<file path="config.mk">
export PLATFORM = sky130hd
export DESIGN_NAME = pipe_sequencer_flat
export DESIGN_NICKNAME = d
export VERILOG_FILES = /design/src/rtl/pipe_ctrl_pkg.sv /design/src/rtl/pipe_sequencer_if.sv /design/src/rtl/sat_counter.sv /design/src/rtl/pipe_sequencer.sv /design/src/flat_wrapper.sv
export SDC_FILE = /design/constraint.sdc
export NUM_CORES = 1
export LEC_CHECK = 0
export ABC_AREA = 1
export BUFFER_PORTS_ARGS = -buffer_cell sky130_fd_sc_hd__buf_2
export CELL_PAD_IN_SITES_DETAIL_PLACEMENT = 0
export CELL_PAD_IN_SITES_GLOBAL_PLACEMENT = 1
export CORE_MARGIN = 2
export CORE_UTILIZATION = 39
export DETAILED_ROUTE_END_ITERATION = 12
export PLACE_DENSITY = 0.87
export SLEW_MARGIN = 20
export SYNTH_ARGS = -nofsm -noshare
export SYNTH_HDL_FRONTEND = slang
export SYNTH_SLANG_ARGS = --single-unit
</file>
<file path="constraint.sdc">
create_clock -name clk -period 2.11 [get_ports clk]
set_input_delay 0.211 -clock clk [delete_from_list [all_inputs] [get_ports clk]]
set_output_delay 0.211 -clock clk [all_outputs]
set_load 0.05 [all_outputs]
</file>
<file path="src/rtl/pipe_ctrl_pkg.sv">
// Shared encodings for the pipeline hazard/sequencing controller:
// sequencer states, EX forwarding selects and the hard-wired zero register.
package pipe_ctrl_pkg;

  typedef enum logic [1:0] {
    ST_RUN    = 2'd0,
    ST_DRAIN  = 2'd1,
    ST_HALTED = 2'd2
  } state_e;

  localparam logic [1:0] FWD_REG = 2'b00;
  localparam logic [1:0] FWD_MEM = 2'b10;
  localparam logic [1:0] FWD_WB  = 2'b01;

  localparam int unsigned REG_ZERO = 0;

endpackage

</file>
<file path="src/rtl/pipe_sequencer_if.sv">
// ID-stage hazard inputs and pipeline control strobes exchanged between the
// datapath (master) and the sequencer (slave).
interface pipe_sequencer_if #(
  parameter int REG_W = 5,
  parameter int CNT_W = 16
);
  logic [REG_W-1:0] id_rs;
  logic [REG_W-1:0] id_rt;
  logic             id_uses_rs;
  logic             id_uses_rt;
  logic [REG_W-1:0] id_rd;
  logic             id_regwrite;
  logic             id_memread;
  logic             mem_br_taken;
  logic             halt_req;

  logic             pc_we;
  logic             ifid_we;
  logic             ifid_flush;
  logic             idex_bubble;
  logic             exmem_flush;
  logic [1:0]       fwd_a;
  logic [1:0]       fwd_b;
  logic             halted;
  logic [CNT_W-1:0] stall_cnt;
  logic [CNT_W-1:0] flush_cnt;

  modport master (
    output id_rs, id_rt, id_uses_rs, id_uses_rt, id_rd, id_regwrite, id_memread,
           mem_br_taken, halt_req,
    input  pc_we, ifid_we, ifid_flush, idex_bubble, exmem_flush, fwd_a, fwd_b,
           halted, stall_cnt, flush_cnt
  );

  modport slave (
    input  id_rs, id_rt, id_uses_rs, id_uses_rt, id_rd, id_regwrite, id_memread,
           mem_br_taken, halt_req,
    output pc_we, ifid_we, ifid_flush, idex_bubble, exmem_flush, fwd_a, fwd_b,
           halted, stall_cnt, flush_cnt
  );
endinterface

</file>
<file path="src/rtl/sat_counter.sv">
// Event counter that sticks at all-ones instead of wrapping; synchronous
// active-high clear.
module sat_counter #(
  parameter int CNT_W = 16
) (
  input  logic             clk,
  input  logic             rst,
  input  logic             inc,
  output logic [CNT_W-1:0] cnt
);

  logic [CNT_W-1:0] cnt_q;
  logic [CNT_W-1:0] cnt_d;

  always_comb begin
    cnt_d = cnt_q;
    if (inc && (cnt_q != '1)) cnt_d = cnt_q + CNT_W'(1);
  end

  // NOTE: registers take non-blocking assignments so every flop samples the
  // pre-edge value of its inputs regardless of process ordering.
  always_ff @(posedge clk) begin
    if (rst) cnt_q <= '0;
    else     cnt_q <= cnt_d;
  end

  assign cnt = cnt_q;

endmodule

</file>
<file path="src/rtl/pipe_sequencer.sv">
// Hazard and sequencing controller for a 5-stage pipe: load-use stalls,
// taken-branch flushes, EX forwarding selects and drain/halt sequencing.
module pipe_sequencer
  import pipe_ctrl_pkg::*;
#(
  parameter int REG_W = 5,
  parameter int CNT_W = 16
) (
  input logic             clk,
  input logic             rst,
  pipe_sequencer_if.slave bus
);

  typedef struct packed {
    logic             v;
    logic [REG_W-1:0] rd;
    logic             rw;
  } stage_t;

  typedef struct packed {
    logic             v;
    logic [REG_W-1:0] rd;
    logic             rw;
    logic [REG_W-1:0] rs;
    logic [REG_W-1:0] rt;
    logic             mr;
  } ex_stage_t;

  localparam logic [REG_W-1:0] ZERO_REG = REG_W'(REG_ZERO);

  state_e    state_q, state_d;
  logic      id_v_q, id_v_d;
  ex_stage_t ex_q, ex_d;
  stage_t    mem_q, mem_d;
  stage_t    wb_q, wb_d;

  logic       lu, br, pipe_empty;
  logic       pc_we, ifid_we, ifid_flush, idex_bubble, exmem_flush, halted;
  logic [1:0] fwd_a, fwd_b;

  function automatic logic [1:0] fwd_sel(input logic [REG_W-1:0] src,
                                         input stage_t mem, input stage_t wb);
    if (mem.v && mem.rw && (mem.rd != ZERO_REG) && (mem.rd == src)) return FWD_MEM;
    if (wb.v && wb.rw && (wb.rd != ZERO_REG) && (wb.rd == src))     return FWD_WB;
    return FWD_REG;
  endfunction

  assign lu = ex_q.v && ex_q.mr && (ex_q.rd != ZERO_REG) && id_v_q &&
              ((bus.id_uses_rs && (ex_q.rd == bus.id_rs)) ||
               (bus.id_uses_rt && (ex_q.rd == bus.id_rt)));
  assign br = bus.mem_br_taken && mem_q.v;
  assign pipe_empty = !(id_v_q || ex_q.v || mem_q.v || wb_q.v);

  // NOTE: every output of this block gets a default before the case so no
  // path leaves a signal unassigned and infers a latch.
  always_comb begin
    state_d     = state_q;
    pc_we       = 1'b1;
    ifid_we     = 1'b1;
    ifid_flush  = 1'b0;
    idex_bubble = 1'b0;
    exmem_flush = 1'b0;
    halted      = 1'b0;
    fwd_a       = fwd_sel(ex_q.rs, mem_q, wb_q);
    fwd_b       = fwd_sel(ex_q.rt, mem_q, wb_q);

    case (state_q)
      ST_RUN: begin
        if (bus.halt_req) state_d = ST_DRAIN;
      end
      ST_DRAIN: begin
        pc_we      = 1'b0;
        ifid_flush = 1'b1;
        if (!bus.halt_req) state_d = ST_RUN;
        else if (pipe_empty) state_d = ST_HALTED;
      end
      ST_HALTED: begin
        halted  = 1'b1;
        pc_we   = 1'b0;
        ifid_we = 1'b0;
        if (!bus.halt_req) state_d = ST_RUN;
      end
      default: state_d = ST_RUN;
    endcase

    // A taken branch wins over a load-use stall; the stalled ID op is wrong-path anyway.
    if (br) begin
      pc_we       = 1'b1;
      ifid_flush  = 1'b1;
      idex_bubble = 1'b1;
      exmem_flush = 1'b1;
    end else if (lu) begin
      pc_we       = 1'b0;
      ifid_we     = 1'b0;
      ifid_flush  = 1'b0;
      idex_bubble = 1'b1;
    end

    if (rst) begin
      state_d     = ST_RUN;
      pc_we       = 1'b0;
      ifid_we     = 1'b0;
      ifid_flush  = 1'b1;
      idex_bubble = 1'b1;
      exmem_flush = 1'b1;
      halted      = 1'b0;
      fwd_a       = FWD_REG;
      fwd_b       = FWD_REG;
    end
  end

  // Invalid slots carry all-zero fields so a bubble can never match a forward.
  always_comb begin
    ex_d = '0;
    if (id_v_q && !idex_bubble) begin
      ex_d.v  = 1'b1;
      ex_d.rd = bus.id_rd;
      ex_d.rw = bus.id_regwrite;
      ex_d.rs = bus.id_rs;
      ex_d.rt = bus.id_rt;
      ex_d.mr = bus.id_memread;
    end

    mem_d = '0;
    if (!exmem_flush) begin
      mem_d.v  = ex_q.v;
      mem_d.rd = ex_q.rd;
      mem_d.rw = ex_q.rw;
    end

    wb_d = mem_q;

    id_v_d = id_v_q;
    if (ifid_flush)   id_v_d = 1'b0;
    else if (ifid_we) id_v_d = 1'b1;
  end

  always_ff @(posedge clk) begin
    if (rst) begin
      state_q <= ST_RUN;
      id_v_q  <= 1'b0;
      ex_q    <= '0;
      mem_q   <= '0;
      wb_q    <= '0;
    end else begin
      state_q <= state_d;
      id_v_q  <= id_v_d;
      ex_q    <= ex_d;
      mem_q   <= mem_d;
      wb_q    <= wb_d;
    end
  end

  sat_counter #(.CNT_W(CNT_W)) u_stall_cnt (
    .clk (clk),
    .rst (rst),
    .inc (lu && !br),
    .cnt (bus.stall_cnt)
  );

  sat_counter #(.CNT_W(CNT_W)) u_flush_cnt (
    .clk (clk),
    .rst (rst),
    .inc (br),
    .cnt (bus.flush_cnt)
  );

  assign bus.pc_we       = pc_we;
  assign bus.ifid_we     = ifid_we;
  assign bus.ifid_flush  = ifid_flush;
  assign bus.idex_bubble = idex_bubble;
  assign bus.exmem_flush = exmem_flush;
  assign bus.fwd_a       = fwd_a;
  assign bus.fwd_b       = fwd_b;
  assign bus.halted      = halted;

endmodule

</file>
<file path="src/flat_wrapper.sv">
// flat-port wrapper written by rule: the top's interface ports become plain ports
module pipe_sequencer_flat import pipe_ctrl_pkg::*;
#(
  parameter int REG_W = 5,
  parameter int CNT_W = 16
)
  (clk, rst, bus_id_rs, bus_id_rt, bus_id_uses_rs, bus_id_uses_rt, bus_id_rd, bus_id_regwrite, bus_id_memread, bus_mem_br_taken, bus_halt_req, bus_pc_we, bus_ifid_we, bus_ifid_flush, bus_idex_bubble, bus_exmem_flush, bus_fwd_a, bus_fwd_b, bus_halted, bus_stall_cnt, bus_flush_cnt);
  pipe_sequencer_if #(.REG_W(REG_W), .CNT_W(CNT_W)) bus_i ();
  input logic clk;
  input logic rst;
  input wire logic [$bits(bus_i.id_rs)-1:0] bus_id_rs;
  input wire logic [$bits(bus_i.id_rt)-1:0] bus_id_rt;
  input wire logic [$bits(bus_i.id_uses_rs)-1:0] bus_id_uses_rs;
  input wire logic [$bits(bus_i.id_uses_rt)-1:0] bus_id_uses_rt;
  input wire logic [$bits(bus_i.id_rd)-1:0] bus_id_rd;
  input wire logic [$bits(bus_i.id_regwrite)-1:0] bus_id_regwrite;
  input wire logic [$bits(bus_i.id_memread)-1:0] bus_id_memread;
  input wire logic [$bits(bus_i.mem_br_taken)-1:0] bus_mem_br_taken;
  input wire logic [$bits(bus_i.halt_req)-1:0] bus_halt_req;
  output wire logic [$bits(bus_i.pc_we)-1:0] bus_pc_we;
  output wire logic [$bits(bus_i.ifid_we)-1:0] bus_ifid_we;
  output wire logic [$bits(bus_i.ifid_flush)-1:0] bus_ifid_flush;
  output wire logic [$bits(bus_i.idex_bubble)-1:0] bus_idex_bubble;
  output wire logic [$bits(bus_i.exmem_flush)-1:0] bus_exmem_flush;
  output wire logic [$bits(bus_i.fwd_a)-1:0] bus_fwd_a;
  output wire logic [$bits(bus_i.fwd_b)-1:0] bus_fwd_b;
  output wire logic [$bits(bus_i.halted)-1:0] bus_halted;
  output wire logic [$bits(bus_i.stall_cnt)-1:0] bus_stall_cnt;
  output wire logic [$bits(bus_i.flush_cnt)-1:0] bus_flush_cnt;
  assign bus_i.id_rs = bus_id_rs;
  assign bus_i.id_rt = bus_id_rt;
  assign bus_i.id_uses_rs = bus_id_uses_rs;
  assign bus_i.id_uses_rt = bus_id_uses_rt;
  assign bus_i.id_rd = bus_id_rd;
  assign bus_i.id_regwrite = bus_id_regwrite;
  assign bus_i.id_memread = bus_id_memread;
  assign bus_i.mem_br_taken = bus_mem_br_taken;
  assign bus_i.halt_req = bus_halt_req;
  assign bus_pc_we = bus_i.pc_we;
  assign bus_ifid_we = bus_i.ifid_we;
  assign bus_ifid_flush = bus_i.ifid_flush;
  assign bus_idex_bubble = bus_i.idex_bubble;
  assign bus_exmem_flush = bus_i.exmem_flush;
  assign bus_fwd_a = bus_i.fwd_a;
  assign bus_fwd_b = bus_i.fwd_b;
  assign bus_halted = bus_i.halted;
  assign bus_stall_cnt = bus_i.stall_cnt;
  assign bus_flush_cnt = bus_i.flush_cnt;
  pipe_sequencer #(.REG_W(REG_W), .CNT_W(CNT_W)) u_core (.clk(clk), .rst(rst), .bus(bus_i));
endmodule
</file>
=== Word-level counts from Yosys, hierarchy flattened ===
Cells that the tools add are included.

* Bits in registers: 67
* ROM bits: 0
* Memories kept: 0
* Logic and storage cells: 107
* Bits in latches: 0
* Memory bits (writable): 0

* Add/subtract/negate cells: 2
* Shift-type cells: 0
* $mul: 0
* Order comparisons: 0
* Reduce and logical (&&, ||, !) cells: 34
* Eq/ne operators: 13
* Mux-type cells: 41
* Bitwise operators: 1
* Div/mod/pow operators: 0

{| class="wikitable"
|+ Operators by type and width
! cell !! number
|-
| 16-bit by 1-bit adder with 16-bit output, second input constant || 2
|-
| 16-bit inequality test, second input constant || 2
|-
| 5-bit equality test || 6
|-
| 2-bit two-way mux || 14
|-
| 1-bit two-way mux || 25
|-
| 1-bit logical AND || 19
|-
| 18-bit two-way mux || 1
|-
| 5-bit nonzero test || 3
|-
| 2-bit OR reduction || 4
|-
| 2-bit case mux with 3 select lines || 1
|-
| 1-bit logical OR || 4
|-
| 2-bit inequality test, second input constant || 2
|-
| 3-bit inequality test, second input constant || 1
|-
| 3-bit AND reduction || 1
|-
| 2-bit by 1-bit equality test with 1-bit output, second input constant || 1
|-
| 2-bit equality test, second input constant || 1
|-
| 1-bit logical NOT || 2
|-
| 2-bit logical NOT || 1
|-
| 1-bit NOT || 1
|}

=== Longest topological paths before layout ===
Gate-level depths: netlist of the first run.

* Word-level depth: 11
* Gate-level depth with buffers: 11

=== By module ===
Synthesis of the first run repeated with hierarchy kept, for this count alone.

* Cell total of the unflattened synthesis: 533
* Area total of the unflattened synthesis: 3529.6 sq um

{| class="wikitable"
|+ Modules (own cells, without submodules)
! module !! cells each !! seq. area each (sq um) !! area each (sq um) !! instances
|-
| sat_counter || 149 || 320.3 || 929.6 || 2
|-
| pipe_sequencer || 235 || 700.7 || 1670.4 || 1
|}

=== Worst setup path before layout of the first run ===
No wires, ideal clock.

* Path kind: reg-to-reg
* Start: register u_core.u_stall_cnt.cnt_q[0], in the netlist u_core.u_stall_cnt.cnt[0]
* End: register u_core.u_stall_cnt.cnt_q[5], in the netlist u_core.u_stall_cnt.cnt[5]
* Cell stages (with the launch flop): 10
* Clock period less this slack: 1987 ps
* Library setup time: 136 ps
* Data arrival time: 1851 ps
* Path buffers: 1
* Path slack: 123 ps
* Path through: dfxtp_1 > ha_1 > nand2_1 > nor2_1 > nand2_1 > nor2_1 > nor2_4 > buf_8 > nand2_2 > a21oi_2

* Word-level cells in the longest chain between the ends: 2

{| class="wikitable"
|+ Ends and longest elaborated chain
! element !! RTL line !! source
|-
| start, declared || sat_counter.sv:12 || <nowiki>logic [CNT_W-1:0] cnt_q;</nowiki>
|-
| start signal, assigned || sat_counter.sv:24 || <nowiki>else cnt_q <= cnt_d;</nowiki>
|-
| branches (longest 2 deep; another with 16-bit by 1-bit adder with 16-bit output) || -- ||
|}

Several ways; the timed one is not identified.
A chain may end at the register's enable or synchronous reset.

=== Worst setup path in the final report of the first run ===
* Start: register u_core.mem_q[3] in the netlist's numbering
* End: output port bus_fwd_a[0]

* Word-level cells in the longest chain between the ends: 6

{| class="wikitable"
|+ Ends and longest elaborated chain
! element !! RTL line !! source
|-
| start, declared || pipe_sequencer.sv:34 || <nowiki>stage_t mem_q, mem_d;</nowiki>
|-
| start signal, assigned || pipe_sequencer.sv:149 || <nowiki>mem_q <= mem_d;</nowiki>
|-
| 5-bit nonzero test || pipe_sequencer.sv:43 || <nowiki>if (mem.v && mem.rw && (mem.rd != ZERO_REG) && (mem.rd == src)) return FWD_MEM;</nowiki>
|-
| 1-bit logical AND || pipe_sequencer.sv:43 ||
|-
| 1-bit logical AND * || pipe_sequencer.sv:43 ||
|-
| 1-bit two-way mux * || pipe_sequencer.sv:43 ||
|-
| 2-bit two-way mux * || pipe_sequencer.sv:44 || <nowiki>if (wb.v && wb.rw && (wb.rd != ZERO_REG) && (wb.rd == src)) return FWD_WB;</nowiki>
|-
| 2-bit two-way mux * || pipe_sequencer.sv:99 || <nowiki>if (rst) begin</nowiki>
|-
| end, declared || flat_wrapper.sv:25 || <nowiki>output wire logic [$bits(bus_i.fwd_a)-1:0] bus_fwd_a;</nowiki>
|}

Mark *: on every way between the ends. The rest lies on a longest branch, timed or not.

==> results_dict.tcl, run 1 <==
set metrics [dict create \
    cts_sinks 67 \
    power.density_mw_per_mm2 650 \
    dr_wl_met3_microns 362 \
    synth_top_cells_by_count "107 x nand2_1, 80 x nor2_1, 67 x dfxtp_1, 62 x inv_1, 28 x nand3_1" \
    routed_wl_microns 7940 \
    stdcell_area_sq_mm 0.00403 \
    dr.pass1.iters 4 \
    fp-row-count 34 \
    gp_congestion 0.831 \
    r2r_setup_slack_ns 0.30 \
    grt_overflow 0 \
    syn-num-nets 513 \
    grt_antenna_before_repair 0 \
    ys_warn_count 0 \
    synthFlopType "dfxtp_1" \
    drive_above_1_share_pct 22.1 \
    hold_path_depth 3 \
    yosys_register_bits 67 \
    critPathRequiredTime_ns 1.90 \
    wl_met2_microns 3480 \
    ys_types 36 \
    grt_usage_pct 17.3 \
    critPathCapture "bus_fwd_a[0]" \
    cts_tree "yes" \
    wl_met1_microns 3920 \
    peakVddDrop_v 0.000407 \
    wl_per_cell_microns 11.9 \
    dp_slack_ns 0.360 \
    cts_buffers 9 \
    die_area_sq_mm 0.00946 \
    syn2layout_area_growth_pct 18.7 \
    yosysMostFrequentCell "nand2_1" \
    worstReg2RegEnd "u_core.u_stall_cnt.cnt[9]" \
    nets 583 \
    ys_top_cells_by_area "dfxtp_1 40%, nand2_1 12%, nor2_1 8.8%" \
    setup_viol 0 \
    setup.worst_path.start "u_core.mem_q[3]" \
    reg2reg_from "u_core.u_stall_cnt.cnt[0]" \
    die_h_microns 97.3 \
    postPlaceCellArea_sq_mm 0.00382 \
    p_total_mw 2.62 \
    leakage_nw 1.85 \
    rsz0062_at_grt "yes" \
    drtIter0Drc 143 \
    grt_max_degree 28 \
    avgSynthCellArea_sq_um 7.00 \
    clk_pin_slew_ns 0.09 \
    fillers 866 \
    fin_hold_ws_ns 0.0624 \
    final.setup.worst_slack_ns 0.112 \
    arrival_ns 1.79 \
    antenna_cells 0 \
    grt_pass1_wl_microns 13400 \
    outcome "completed" \
    netlist_instances 485 \
    worst_pin_slew_ns 0.463 \
    hpwl_microns 5980 \
    ios 65 \
    fmax_mhz 501 \
    yosysTopAreaCell "dfxtp_1" \
    htree_levels 3 \
    clock_latency_ns 0.35 \
    finalCriticalPeriod_ns 2.00 \
    vias 3157 \
    start_kind "flip-flop" \
    post_drt_via_cell_ratio 4.73 \
    ys_seq_area_share_pct 39.5 \
    io_buffers 64 \
    drv_slew 0 \
    routed.top_layer "met4" \
    grt_pass1_vias 2916 \
    cts_buffer_depth 2 \
    fin_skew_ns 0.00702 \
    hold_path.class "primary input to flip-flop" \
    ant_nets 0 \
    synthArstFlopShare_pct 0 \
    maxSlewHeadroom_pct 69.1 \
    cap_violations 0 \
    end_kind "output pin" \
    timing_hold_violations_final 0 \
    die_x_microns 97.3 \
    cts_setup_buffers 0 \
    synth.cell_area_sq_mm 0.00339 \
    drc_errors 0 \
    root_buffer "clkbuf_8" \
    reg2reg_depth 7 \
    worst-setup-path-type "flip-flop to output pin" \
    final_core_util_pct 46.9 \
    core_area_sq_mm 0.00859 \
    synth_top_area_share_pct 39.5 \
    path_max_fanout 4 \
    period_share_pct 94.7 \
    initial_core_util_pct 39.5 \
    synth_edf_count 0 \
]
==> final cells by class <==
cell class	instances	area, sq um	share of cell area (%)
inverters	70	263	6.53
multi-input cells	339	1740	43.2
clock buffers	9	124	3.08
well taps	108	135	3.36
clock inverters	7	67.6	1.68
flip-flops and latches	67	1340	33.4
repair buffers	68	353	8.76
==> registers in the layout, indices dropped and copies added, names as in the netlist <==
name,cells
u_core.ex_q,18
u_core.id_v_q,1
u_core.mem_q,7
u_core.state_q,2
u_core.u_flush_cnt.cnt,16
u_core.u_stall_cnt.cnt,16
u_core.wb_q,7
==> metrics by stage <==
| step | cells | setup TNS [ns] |
|---|---|---|
| floorplan | 485 | 0 |
| global placement | 652 | 0 |
| detailed placement | 652 | 0 |
| CTS | 668 | 0 |
| global route | 668 | -0.00435 |
| finish | 668 | 0 |
==> cells in the final DEF (no fill, tap or decap), types with 2 or more instances in the layout <==
| master | n |
|---|---|
| nand2_1 | 107 |
| nor2_1 | 80 |
| dfxtp_1 | 65 |
| buf_2 | 63 |
| inv_1 | 62 |
| nand3_1 | 28 |
| a21oi_1 | 22 |
| xor2_1 | 16 |
| xnor2_1 | 12 |
| nand2_2 | 11 |
| nand4_1 | 10 |
| a21oi_2 | 10 |
| o21ai_0 | 9 |
| clkbuf_8 | 9 |
| inv_2 | 7 |
| nor3_1 | 7 |
| ha_1 | 5 |
| buf_4 | 5 |
| o22ai_1 | 3 |
| nor3_2 | 3 |
| inv_8 | 3 |
| nand3_2 | 2 |
| or2_2 | 2 |
| inv_6 | 2 |
| dfxtp_2 | 2 |
==> critical path, stage by stage, from the launching register on <==
cell	delay [ns]
dfxtp_1	0.35
inv_1	0.09
nand3_1	0.07
o311ai_0	0.34
inv_1	0.16
a21oi_1	0.16
buf_2	0.28
==> worst min path at each step <==
stage	startpoint	to	slack [ns]
detailed placement	u_core.ex_q[11]	u_core.mem_q[0]	0.41
global route	bus_id_rd[2]	u_core.ex_q[14]	0.07
floorplan	bus_id_memread	u_core.ex_q[0]	0.32
CTS	bus_id_rd[0]	u_core.ex_q[12]	0.06
finish	bus_id_rd[2]	u_core.ex_q[14]	0.06
global placement	u_core.mem_q[0]	u_core.wb_q[0]	0.41
==> routing by layer <==
layer,global-route usage [%],vias up
met5,0,-
met4,7.48,0
met3,3.81,15
met2,27.6,74
met1,22.7,1405
li1,-,1663
==> kinds of logic after synthesis <==
family	count (synthesis)	share of synthesized area [%]
AOI/OAI and AO/OA	50	9.00
xor gates and xnor gates	28	7.23
adders and majority gates	5	1.84
buffers and inverters	79	9.37
DFF	67	39.5
and+or+nand+nor	256	33.0
==> repair_timing <==
item                                    4_1_cts  5_1_grt
resized for setup                             0        5
hold buffers                                  0        0
endpoints found under the setup margin        0        3
==> power breakdown <==
part           switching (mW)  internal [mW]
Sequential             0.0244           1.29
Clock                   0.587          0.461
Combinational           0.168         0.0854
No activity file was read; power rests on OpenSTA's default activity.
==> run 2, diff against run 1 <==
--- a/config.mk
+++ b/config.mk
@@ -10,9 +10,10 @@
 export CELL_PAD_IN_SITES_DETAIL_PLACEMENT = 0
 export CELL_PAD_IN_SITES_GLOBAL_PLACEMENT = 1
 export CORE_MARGIN = 2
-export CORE_UTILIZATION = 39
+export CORE_UTILIZATION = 41
+export CTS_BUF_LIST = sky130_fd_sc_hd__clkbuf_8
 export DETAILED_ROUTE_END_ITERATION = 12
-export PLACE_DENSITY = 0.87
+export PLACE_DENSITY = 0.91
 export SLEW_MARGIN = 20
 export SYNTH_ARGS = -nofsm -noshare
 export SYNTH_HDL_FRONTEND = slang
==> run 2 against run 1 <==
  * Die area fell by 4.7%
  * Cell area rose by 0.34%
  * Worst hold slack improved by 0.0015 ns
  * Count of clock-buffer cells in the layout rose by 1
  * Fmax rose by 4.2%
  * Via count fell by 0.89%
  * Sequential cell count did not move
  * Register-to-register slack improved by 0.04 ns
  * Largest cell class unchanged
  * Largest power group unchanged
  * Highest routed layer unchanged
==> results_dict.tcl, run 2 (same netlist as run 1, synthesis figures left out) <==
set metrics [dict create \
    outcome "completed" \
    reg2reg_from "u_core.u_stall_cnt.cnt[0]" \
    maxSlewHeadroom_pct 69.4 \
    post_drt_via_cell_ratio 4.71 \
    htree_levels 3 \
    setup_viol 0 \
    final_cell_mix "107 x nand2_1, 79 x nor2_1, 66 x dfxtp_1" \
    die_x_microns 95.0 \
    syn2layout_area_growth_pct 19.1 \
    cap_violations 0 \
    dp_cells 649 \
    worst-setup-path-type "flip-flop to output pin" \
    antenna_cells 0 \
    fillers 828 \
    clock_latency_ns 0.34 \
    wl_met1_microns 3840 \
    stdcell_area_sq_mm 0.00404 \
    critPathCapture "bus_ifid_we" \
    fin_skew_ns 0.00913 \
    layoutNonFillerInstCount 665 \
    fmax_mhz 521 \
    final.setup.worst_slack_ns 0.192 \
    ios 65 \
    worstHoldStart "bus_id_rd[0]" \
    clk_pin_slew_ns 0.08 \
    gp_congestion 0.823 \
    power.density_mw_per_mm2 654 \
    die_h_microns 95.0 \
    grt_antenna_before_repair 0 \
    ant_nets 0 \
    leakage_nw 1.86 \
    cts_tree "yes" \
    root_buffer "clkbuf_8" \
    path_max_fanout 4 \
    core_area_sq_mm 0.00813 \
    p_total_mw 2.64 \
    peakVddDrop_v 0.000297 \
    worst_pin_slew_ns 0.458 \
    nets 583 \
    fp-row-count 33 \
    drtIter0Drc 111 \
    postPlaceCellArea_sq_mm 0.00382 \
    r2r_setup_slack_ns 0.34 \
    final_common_cell "nand2_1" \
    routed_wl_microns 7960 \
    dr_wl_met3_microns 355 \
    reg2reg_depth 7 \
    setup.worst_path.start "u_core.ex_q[13]" \
    cts_buffer_depth 2 \
    drive_above_1_share_pct 22.1 \
    end_kind "output pin" \
    wl_per_cell_microns 12.0 \
    fin_hold_ws_ns 0.0639 \
    cts_buffers 9 \
    grt_usage_pct 19.1 \
    die_area_sq_mm 0.00902 \
    cts_setup_buffers 0 \
    dp_slack_ns 0.340 \
    start_kind "flip-flop" \
    hold_path.class "primary input to flip-flop" \
    grt_pass1_vias 2924 \
    grt_pass1_wl_microns 13400 \
    drv_slew 0 \
    initial_core_util_pct 41.7 \
    cts_sinks 67 \
    drc_errors 0 \
    routed.top_layer "met4" \
    finalCriticalPeriod_ns 1.92 \
    hold_path_depth 3 \
    grt_max_degree 28 \
    period_share_pct 90.9 \
    setup_tns_ns 0 \
    rsz0062_at_grt "no" \
    dr.pass1.iters 4 \
    grt_overflow 0 \
    io_buffers 64 \
    hpwl_microns 6030 \
    wl_met2_microns 3640 \
    largest_reg_flops 18 \
    regMostFlops "u_core.ex_q" \
    final_core_util_pct 49.7 \
    arrival_ns 1.71 \
    timing_hold_violations_final 0 \
    vias 3129 \
    worstReg2RegEnd "u_core.u_stall_cnt.cnt[13]" \
    critPathRequiredTime_ns 1.90 \
]
==> run 2: cell count changes in the layout (fill, tap and decap cells not counted), sizes merged <==
cell / before / now
buf: 68 / 65
bufinv: 0 / 1
clkbuf: 9 / 13
clkinv: 2 / 4
inv: 74 / 70
==> run 2: worst min-delay path by stage <==
stage | end | slack (ns)
2_1_floorplan | u_core.ex_q[0] | 0.32
3_3_place_gp | u_core.wb_q[0] | 0.42
3_5_place_dp | u_core.mem_q[0] | 0.42
4_1_cts | u_core.ex_q[14] | 0.06
5_1_grt | u_core.ex_q[12] | 0.06
6_report | u_core.ex_q[12] | 0.06
==> run 2: where the power goes <==
part           leakage, nW  internal (mW)  total (mW)  switching [mW]
sequential           0.542           1.29        1.32          0.0245
clock                0.103          0.568        1.07           0.502
combinational         1.21         0.0879       0.255           0.167
==> run 2: timing repair <==
| action | 4_1_cts | 5_1_grt |
|---|---|---|
| hold buffers | 0 | 0 |
| setup endpoints to repair | 0 | 6 |
| resized for setup | 0 | 10 |
==> run 2: metal layers <==
layer	GRT usage, %	up-vias
met4	6.88	0
met2	30.7	79
met5	0	-
met1	25.0	1375
li1	-	1665
met3	4.47	10
==> run 2: worst max-delay path, stage by stage, from the launching register on <==
cell	delay, ns
dfxtp_1	0.38
inv_2	0.07
nand2_1	0.06
nand2_1	0.05
nor2_1	0.08
nand3_1	0.09
nand2_2	0.11
nand3_2	0.11
nand3_1	0.12
inv_1	0.07
clkbuf_4	0.21
==> run 2: area by class of cell <==
class | instances | area [sq um] | share of cell area, %
Multi-Input combinational cell | 339 | 1750 | 43.3
Sequential cell | 67 | 1340 | 33.2
Timing Repair Buffer | 68 | 360 | 8.92
Inverter | 70 | 263 | 6.50
Clock buffer | 10 | 138 | 3.41
Tap cell | 105 | 131 | 3.25
Clock inverter | 6 | 56.3 | 1.39
